**src/rtl/psram_pkg.sv**
```systemverilog
// psram_pkg: widths and enums shared by the PSRAM arbiter files.
package psram_pkg;

   localparam int PSRAM_ADDR_W = 21;
   localparam int PSRAM_DATA_W = 16;

   typedef enum logic {
      OP_RD,
      OP_WR
   } op_e;

   typedef enum logic [1:0] {
      ST_IDLE,
      ST_ISSUE,
      ST_WAIT_BUSY,
      ST_WAIT_DONE
   } state_e;

endpackage

```
**src/rtl/psram_arb_grant.sv**
```systemverilog
// psram_arb_grant: read-over-write grant select for the PSRAM arbiter.
// Build with PSRAM_ARB_FAIRNESS_EN to cap read streaks while a write waits.
module psram_arb_grant #(
   parameter int MAX_RD_STREAK = 4
) (
`ifdef PSRAM_ARB_FAIRNESS_EN
   input  logic clk,
   input  logic reset,
`endif
   input  logic grant_en,
   input  logic rd_req,
   input  logic wr_req,
   output logic gnt_rd,
   output logic gnt_wr
);

`ifdef PSRAM_ARB_FAIRNESS_EN
   localparam int CNT_W = $clog2(MAX_RD_STREAK + 1);

   logic [CNT_W-1:0] streak_q;
   logic [CNT_W-1:0] streak_d;
   logic             wr_turn;

   always_comb begin
      wr_turn  = wr_req && (streak_q >= CNT_W'(MAX_RD_STREAK));
      gnt_wr   = grant_en && wr_req && (!rd_req || wr_turn);
      gnt_rd   = grant_en && rd_req && !gnt_wr;
      streak_d = streak_q;
      // Only reads that overtake a waiting write count toward the cap.
      if (gnt_wr) begin
         streak_d = '0;
      end else if (gnt_rd) begin
         streak_d = wr_req ? streak_q + 1'b1 : '0;
      end
   end

   always_ff @(posedge clk) begin
      if (reset) begin
         streak_q <= '0;
      end else begin
         streak_q <= streak_d;
      end
   end
`else
   localparam int unused_streak = MAX_RD_STREAK;

   always_comb begin
      gnt_rd = grant_en && rd_req;
      gnt_wr = grant_en && wr_req && !rd_req;
   end
`endif

endmodule

```
**src/rtl/psram_arbiter.sv**
```systemverilog
// psram_arbiter: shares one PsramController port between loader writes
// and readout reads; optional fairness via PSRAM_ARB_FAIRNESS_EN.
module psram_arbiter
   import psram_pkg::*;
#(
   parameter int ADDR_W        = PSRAM_ADDR_W,
   parameter int DATA_W        = PSRAM_DATA_W,
   parameter int BUSY_TIMEOUT  = 8,
   parameter int MAX_RD_STREAK = 4
) (
   input  logic              clk,
   input  logic              reset,
   input  logic              rd_req,
   input  logic [ADDR_W-1:0] rd_addr,
   output logic              rd_ack,
   output logic [DATA_W-1:0] rd_data,
   output logic              rd_valid,
   input  logic              wr_req,
   input  logic [ADDR_W-1:0] wr_addr,
   input  logic [DATA_W-1:0] wr_data,
   output logic              wr_ack,
   output logic              wr_done,
   output logic              mem_read,
   output logic              mem_write,
   output logic [ADDR_W:0]   mem_addr,
   output logic [DATA_W-1:0] mem_din,
   input  logic [DATA_W-1:0] mem_dout,
   input  logic              mem_busy,
   output logic              arb_busy,
   output logic              err_timeout
);

   localparam int TMO_W = $clog2(BUSY_TIMEOUT + 1);

   state_e            state_q, state_d;
   op_e               op_q, op_d;
   logic [ADDR_W-1:0] addr_q, addr_d;
   logic [DATA_W-1:0] din_q, din_d;
   logic [DATA_W-1:0] rd_data_q, rd_data_d;
   logic [TMO_W-1:0]  tmo_q, tmo_d;
   logic              rd_ack_q, rd_ack_d;
   logic              wr_ack_q, wr_ack_d;
   logic              rd_valid_q, rd_valid_d;
   logic              wr_done_q, wr_done_d;
   logic              mem_read_q, mem_read_d;
   logic              mem_write_q, mem_write_d;
   logic              err_q, err_d;

   logic gnt_en;
   logic gnt_rd;
   logic gnt_wr;
   logic tmo_hit;

   assign gnt_en  = (state_q == ST_IDLE) && !mem_busy;
   assign tmo_hit = (tmo_q == TMO_W'(BUSY_TIMEOUT - 1));

   psram_arb_grant #(
      .MAX_RD_STREAK(MAX_RD_STREAK)
   ) u_grant (
`ifdef PSRAM_ARB_FAIRNESS_EN
      .clk     (clk),
      .reset   (reset),
`endif
      .grant_en(gnt_en),
      .rd_req  (rd_req),
      .wr_req  (wr_req),
      .gnt_rd  (gnt_rd),
      .gnt_wr  (gnt_wr)
   );

   always_ff @(posedge clk) begin
      if (reset) begin
         state_q     <= ST_IDLE;
         op_q        <= OP_RD;
         addr_q      <= '0;
         din_q       <= '0;
         rd_data_q   <= '0;
         tmo_q       <= '0;
         rd_ack_q    <= 1'b0;
         wr_ack_q    <= 1'b0;
         rd_valid_q  <= 1'b0;
         wr_done_q   <= 1'b0;
         mem_read_q  <= 1'b0;
         mem_write_q <= 1'b0;
         err_q       <= 1'b0;
      end else begin
         state_q     <= state_d;
         op_q        <= op_d;
         addr_q      <= addr_d;
         din_q       <= din_d;
         rd_data_q   <= rd_data_d;
         tmo_q       <= tmo_d;
         rd_ack_q    <= rd_ack_d;
         wr_ack_q    <= wr_ack_d;
         rd_valid_q  <= rd_valid_d;
         wr_done_q   <= wr_done_d;
         mem_read_q  <= mem_read_d;
         mem_write_q <= mem_write_d;
         err_q       <= err_d;
      end
   end

   always_comb begin
      state_d = state_q;
      unique case (state_q)
         ST_IDLE:      if (gnt_rd || gnt_wr) state_d = ST_ISSUE;
         ST_ISSUE:     state_d = ST_WAIT_BUSY;
         ST_WAIT_BUSY: begin
            if (mem_busy) begin
               state_d = ST_WAIT_DONE;
            end else if (tmo_hit) begin
               state_d = ST_IDLE;
            end
         end
         ST_WAIT_DONE: if (!mem_busy) state_d = ST_IDLE;
      endcase
   end

   always_comb begin
      op_d        = op_q;
      addr_d      = addr_q;
      din_d       = din_q;
      rd_data_d   = rd_data_q;
      tmo_d       = tmo_q;
      err_d       = err_q;
      rd_ack_d    = 1'b0;
      wr_ack_d    = 1'b0;
      rd_valid_d  = 1'b0;
      wr_done_d   = 1'b0;
      mem_read_d  = 1'b0;
      mem_write_d = 1'b0;
      unique case (state_q)
         ST_IDLE: begin
            tmo_d = '0;
            if (gnt_rd) begin
               rd_ack_d = 1'b1;
               addr_d   = rd_addr;
               op_d     = OP_RD;
            end else if (gnt_wr) begin
               wr_ack_d = 1'b1;
               addr_d   = wr_addr;
               din_d    = wr_data;
               op_d     = OP_WR;
            end
         end
         ST_ISSUE: begin
            mem_read_d  = (op_q == OP_RD);
            mem_write_d = (op_q == OP_WR);
         end
         ST_WAIT_BUSY: begin
            // A controller that never goes busy still gets a completion.
            if (!mem_busy) begin
               if (tmo_hit) begin
                  err_d      = 1'b1;
                  rd_valid_d = (op_q == OP_RD);
                  wr_done_d  = (op_q == OP_WR);
               end else begin
                  tmo_d = tmo_q + 1'b1;
               end
            end
         end
         ST_WAIT_DONE: begin
            if (!mem_busy) begin
               if (op_q == OP_RD) begin
                  rd_data_d  = mem_dout;
                  rd_valid_d = 1'b1;
               end else begin
                  wr_done_d = 1'b1;
               end
            end
         end
      endcase
   end

   assign rd_ack      = rd_ack_q;
   assign wr_ack      = wr_ack_q;
   assign rd_valid    = rd_valid_q;
   assign wr_done     = wr_done_q;
   assign rd_data     = rd_data_q;
   assign mem_read    = mem_read_q;
   assign mem_write   = mem_write_q;
   assign mem_addr    = {addr_q, 1'b0};
   assign mem_din     = din_q;
   assign arb_busy    = (state_q != ST_IDLE);
   assign err_timeout = err_q;

endmodule

```
**config.mk**
```make
export PLATFORM = sky130hd
export DESIGN_NAME = psram_arbiter
export DESIGN_NICKNAME = d
export VERILOG_FILES = /design/src/rtl/psram_pkg.sv /design/src/rtl/psram_arb_grant.sv /design/src/rtl/psram_arbiter.sv
export SDC_FILE = /design/constraint.sdc
export NUM_CORES = 1
export LEC_CHECK = 0
export CAP_MARGIN = 40
export CORE_MARGIN = 10
export CORE_UTILIZATION = 41
export CTS_BUF_LIST = sky130_fd_sc_hd__clkbuf_4 sky130_fd_sc_hd__clkbuf_8 sky130_fd_sc_hd__clkbuf_16
export DETAILED_ROUTE_END_ITERATION = 6
export GPL_TIMING_DRIVEN = 0
export PLACE_DENSITY = 0.81
export SETUP_SLACK_MARGIN = 0.02
export SYNTH_ARGS = -nofsm -noshare
export SYNTH_HDL_FRONTEND = slang
export SYNTH_SLANG_ARGS = --single-unit
```
**constraint.sdc**
```tcl
create_clock -name clk -period 1.7 [get_ports clk]
set_clock_uncertainty 0.1 [all_clocks]
set_input_delay 0.34 -clock clk [delete_from_list [all_inputs] [get_ports clk]]
set_output_delay 0.34 -clock clk [all_outputs]
set_load 0.1 [all_outputs]
```
==> results.sh <==
export IMPL_yosys_area_top_type="dfxtp_1"
export IMPL_placed_cell_area_um2=5770
export IMPL_drive_above_1_share_pct=22.6
export IMPL_coreArea_um2=7180
export IMPL_yosysUniqueCellTypes=37
export IMPL_drt_iter0_drc=116
export IMPL_final_min_clock_period_ns=1.71
export IMPL_path_class="flip-flop to output port"
export IMPL_wl_per_cell_um=19.8
export IMPL_violations="negative setup slack"
export IMPL_ant_nets=0
export IMPL_ys_warn_count=0
export IMPL_clk_pin_slew_ns=0.08
export IMPL_whs_ns=0.346
export IMPL_grt_pass1_wl_um=19400
export IMPL_antenna_found_initial=0
export IMPL_synth_cells=326
export IMPL_synth_xor_area_share_pct=0
export IMPL_worstMarginPinSlew_ns=0.545
export IMPL_synth_fa_ha_area_share_pct=0.418
export IMPL_wl_um=12200
export IMPL_cp_start_kind="flip-flop"
export IMPL_drt_pass1_iterations=4
export IMPL_synth_compound_area_share_pct=12.1
export IMPL_fp_dieH_um=105
export IMPL_gp_routability_congestion=0.806
export IMPL_clockBufferDepth=2
export IMPL_cts_max_level=3
export IMPL_rows=31
export IMPL_irDropWorstVdd_mv=0.614
export IMPL_muxShareOfSynthArea_pct=5.35
export IMPL_cts_tree="built"
export IMPL_n_antenna_cell=0
export IMPL_layout_nets=593
export IMPL_grt_start_max_net_pins=13
export IMPL_die_area_um2=11100
export IMPL_clk_latency_ns=0.34
export IMPL_instances_no_fill=617
export IMPL_numPlacedInstances=623
export IMPL_cp_required_ns=1.26
export IMPL_cts_root_buf="clkbuf_8"
export IMPL_intPower_uw=3310
export IMPL_pwr_share_clk_pct=26.8
export IMPL_ys_flop_type="dfxtp_1"
export IMPL_synth_edf_count=0
export IMPL_grt_remaining_overflow=0
export IMPL_yosys_top_cells_area="dfxtp_1 45%, nand2b_1 7.1%, o22a_1 6.1%"
export IMPL_ios=141
export IMPL_finalInstanceArea_um2=5930
export IMPL_synth_area_per_cell_um2=9.18
export IMPL_grt_pass1_vias=3516
export IMPL_dp_slack_ns=-0.461
export IMPL_path_max_fanout=5
export IMPL_fillers=365
export IMPL_synth_fp_nets=406
export IMPL_status="complete, but fails checks"
export IMPL_cts_buffers=9
export IMPL_endpoint_kind="output port"
export IMPL_syn_area_um2=2990
export IMPL_drv_cap=0
export IMPL_p_sw_uw=1780
export IMPL_die_x_um=105
export IMPL_worstPathArrival_ns=1.27
export IMPL_drc=0
export IMPL_fin_ws_ns=-0.0105
export IMPL_synthArstFlopShare_pct=0
export IMPL_fmax_mhz=585
export IMPL_ys_ff_latch=67
export IMPL_p_leak_uw=0.00240
export IMPL_synth_top_area_share_pct=44.8
export IMPL_maxSlewHeadroom_pct=63.7
export IMPL_cts_sink_count=67
export IMPL_synth_top_family_by_area="simple AND/OR/NAND/NOR gates"
export IMPL_swShare_pct=35.0
export IMPL_period_share_pct=101
export IMPL_setup_violations=1
export IMPL_synthSimpleGateAreaFrac_pct=31.1
export IMPL_start_util_pct=41.7
export IMPL_final_hold_viol_count=0
export IMPL_worst_hold_path_type="input pin to flip-flop"
export IMPL_syn_to_final_growth_pct=98.1
export IMPL_pwr_share_comb_pct=39.1
export IMPL_report_final_slew_viol_count=0
export IMPL_pwr_share_seq_pct=34.1
export IMPL_dp_hpwl_um=9320
export IMPL_dr_total_vias=3122
export IMPL_portBuffers=137
export IMPL_power_density_nw_per_um2=859
export IMPL_rsz0062_at_grt="true"
export IMPL_yosysSeqAreaShare_pct=44.8
export IMPL_track_usage_pct=21.8
export IMPL_routed_via_density=5.06
[state kept, by name, indices dropped and copies added (netlist names), 2 cells and up]
signal,flops
mem_din,16
tmo_q,4
rd_data,16
addr_q,21
state_q,2
[cells in the final DEF, fill, tap and decap left out, types with 2 or more instances in the layout]
cell | Yosys | final
clkdlybuf4s50_1 | 0 | 75
dfxtp_1 | 67 | 65
nand2_1 | 35 | 35
nand2b_1 | 34 | 34
buf_12 | 1 | 34
buf_16 | 0 | 29
dlygate4sd2_1 | 0 | 27
nor3_1 | 24 | 24
nor2b_1 | 23 | 23
a21oi_1 | 22 | 22
nor3b_1 | 21 | 21
o22a_1 | 21 | 21
mux2i_1 | 16 | 14
buf_4 | 2 | 13
clkbuf_8 | 0 | 10
buf_2 | 9 | 8
clkbuf_1 | 12 | 8
nor2_1 | 6 | 6
buf_6 | 4 | 5
and3b_1 | 3 | 3
o21ai_0 | 3 | 3
nand4b_1 | 3 | 3
clkdlybuf4s15_1 | 0 | 3
clkbuf_4 | 0 | 2
mux2i_2 | 0 | 2
nand3b_1 | 2 | 2
clkinv_4 | 0 | 2
dfxtp_4 | 0 | 2
[cells in the mapped netlist (2+ instances only)]
cell type	count
nor3_1	24
a21oi_1	22
and3b_1	3
buf_4	2
buf_6	4
nand3b_1	2
nand2b_1	34
nand2_1	35
nand4b_1	3
o21ai_0	3
dfxtp_1	67
nor2_1	6
nor3b_1	21
mux2i_1	16
clkbuf_1	12
buf_2	9
o22a_1	21
nor2b_1	23
[layer usage]
layer  share of wire [%]  vias to the layer above  GRT usage (%)
li1                    -                     1496              -
met1                  37                     1489           22.2
met2                  54                      116           39.6
met3                 6.5                       21           7.73
met4                 2.3                        0           8.53
met5                   0                        -              0
[worst paths after layout]
check / start / depth (start not counted) / endpoint / slack, ns
hold / removal: reset / 3 / mem_din[15] / 0.35
setup / recovery: state_q[0] / 3 / arb_busy / -0.01
hold reg to reg: addr_q[13] / 1 / addr_q[13] / 0.36
setup reg to reg: state_q[1] / 6 / mem_din[0] / 0.08
[timing repair]
item / CTS / global route
endpoints found under the setup margin: 75 / 46
setup buffers: 5 / 6
hold buffers: 0 / 0
resized for setup: 69 / 21
pin swaps: 1 / 2
endpoints found under the hold margin: 0 / 0
[cell type report]
type / count / area [um2] / area share (%)
Multi-Input combinational cell: 228 / 1490 / 25.1
Sequential cell: 67 / 1350 / 22.8
Inverter: 1 / 3.75 / 0.0633
Timing Repair Buffer: 178 / 2560 / 43.2
Clock inverter: 5 / 61.3 / 1.03
Clock buffer: 11 / 145 / 2.45
Buffer: 28 / 195 / 3.29
Tap cell: 99 / 124 / 2.09
[through the flow]
step                setup TNS (ns)  utilization [%]  total power (uW)
finish                     -0.0105             82.6              5090
global route               -0.0464             82.6              5260
CTS                        -0.0427             81.5              5090
detailed placement          -16.31             80.4              3770
global placement            -24.59             62.5              3200
floorplan                        0                -              2760
[logic make-up (layout without fill, tap and decap cells)]
| group | count (synthesis) | in the layout |
|---|---|---|
| AO/OA/AOI/OAI | 52 | 52 |
| adder cells (fa/ha/maj) | 1 | 1 |
| buffers and inverters | 31 | 223 |
| flip-flops | 67 | 67 |
| multiplexers | 16 | 16 |
| other | 1 | 1 |
| AND/OR/NAND/NOR | 158 | 158 |
[power groups by stage]
stage                     clock network [uW]  logic (uW)  registers, uW
after floorplan                            0         327           2430
after global placement                     0        1440           1760
after detailed placement                   0        2000           1770
after CTS                               1380        1960           1740
after global routing                    1450        2060           1750
final                                   1360        1990           1740
[worst max-delay path, cell delays in order (launching register included)]
cell and delay [ns]:
dfxtp_4 0.36, buf_8 0.12, or2_4 0.27, buf_16 0.17
Power figures use the tool's default switching activity.
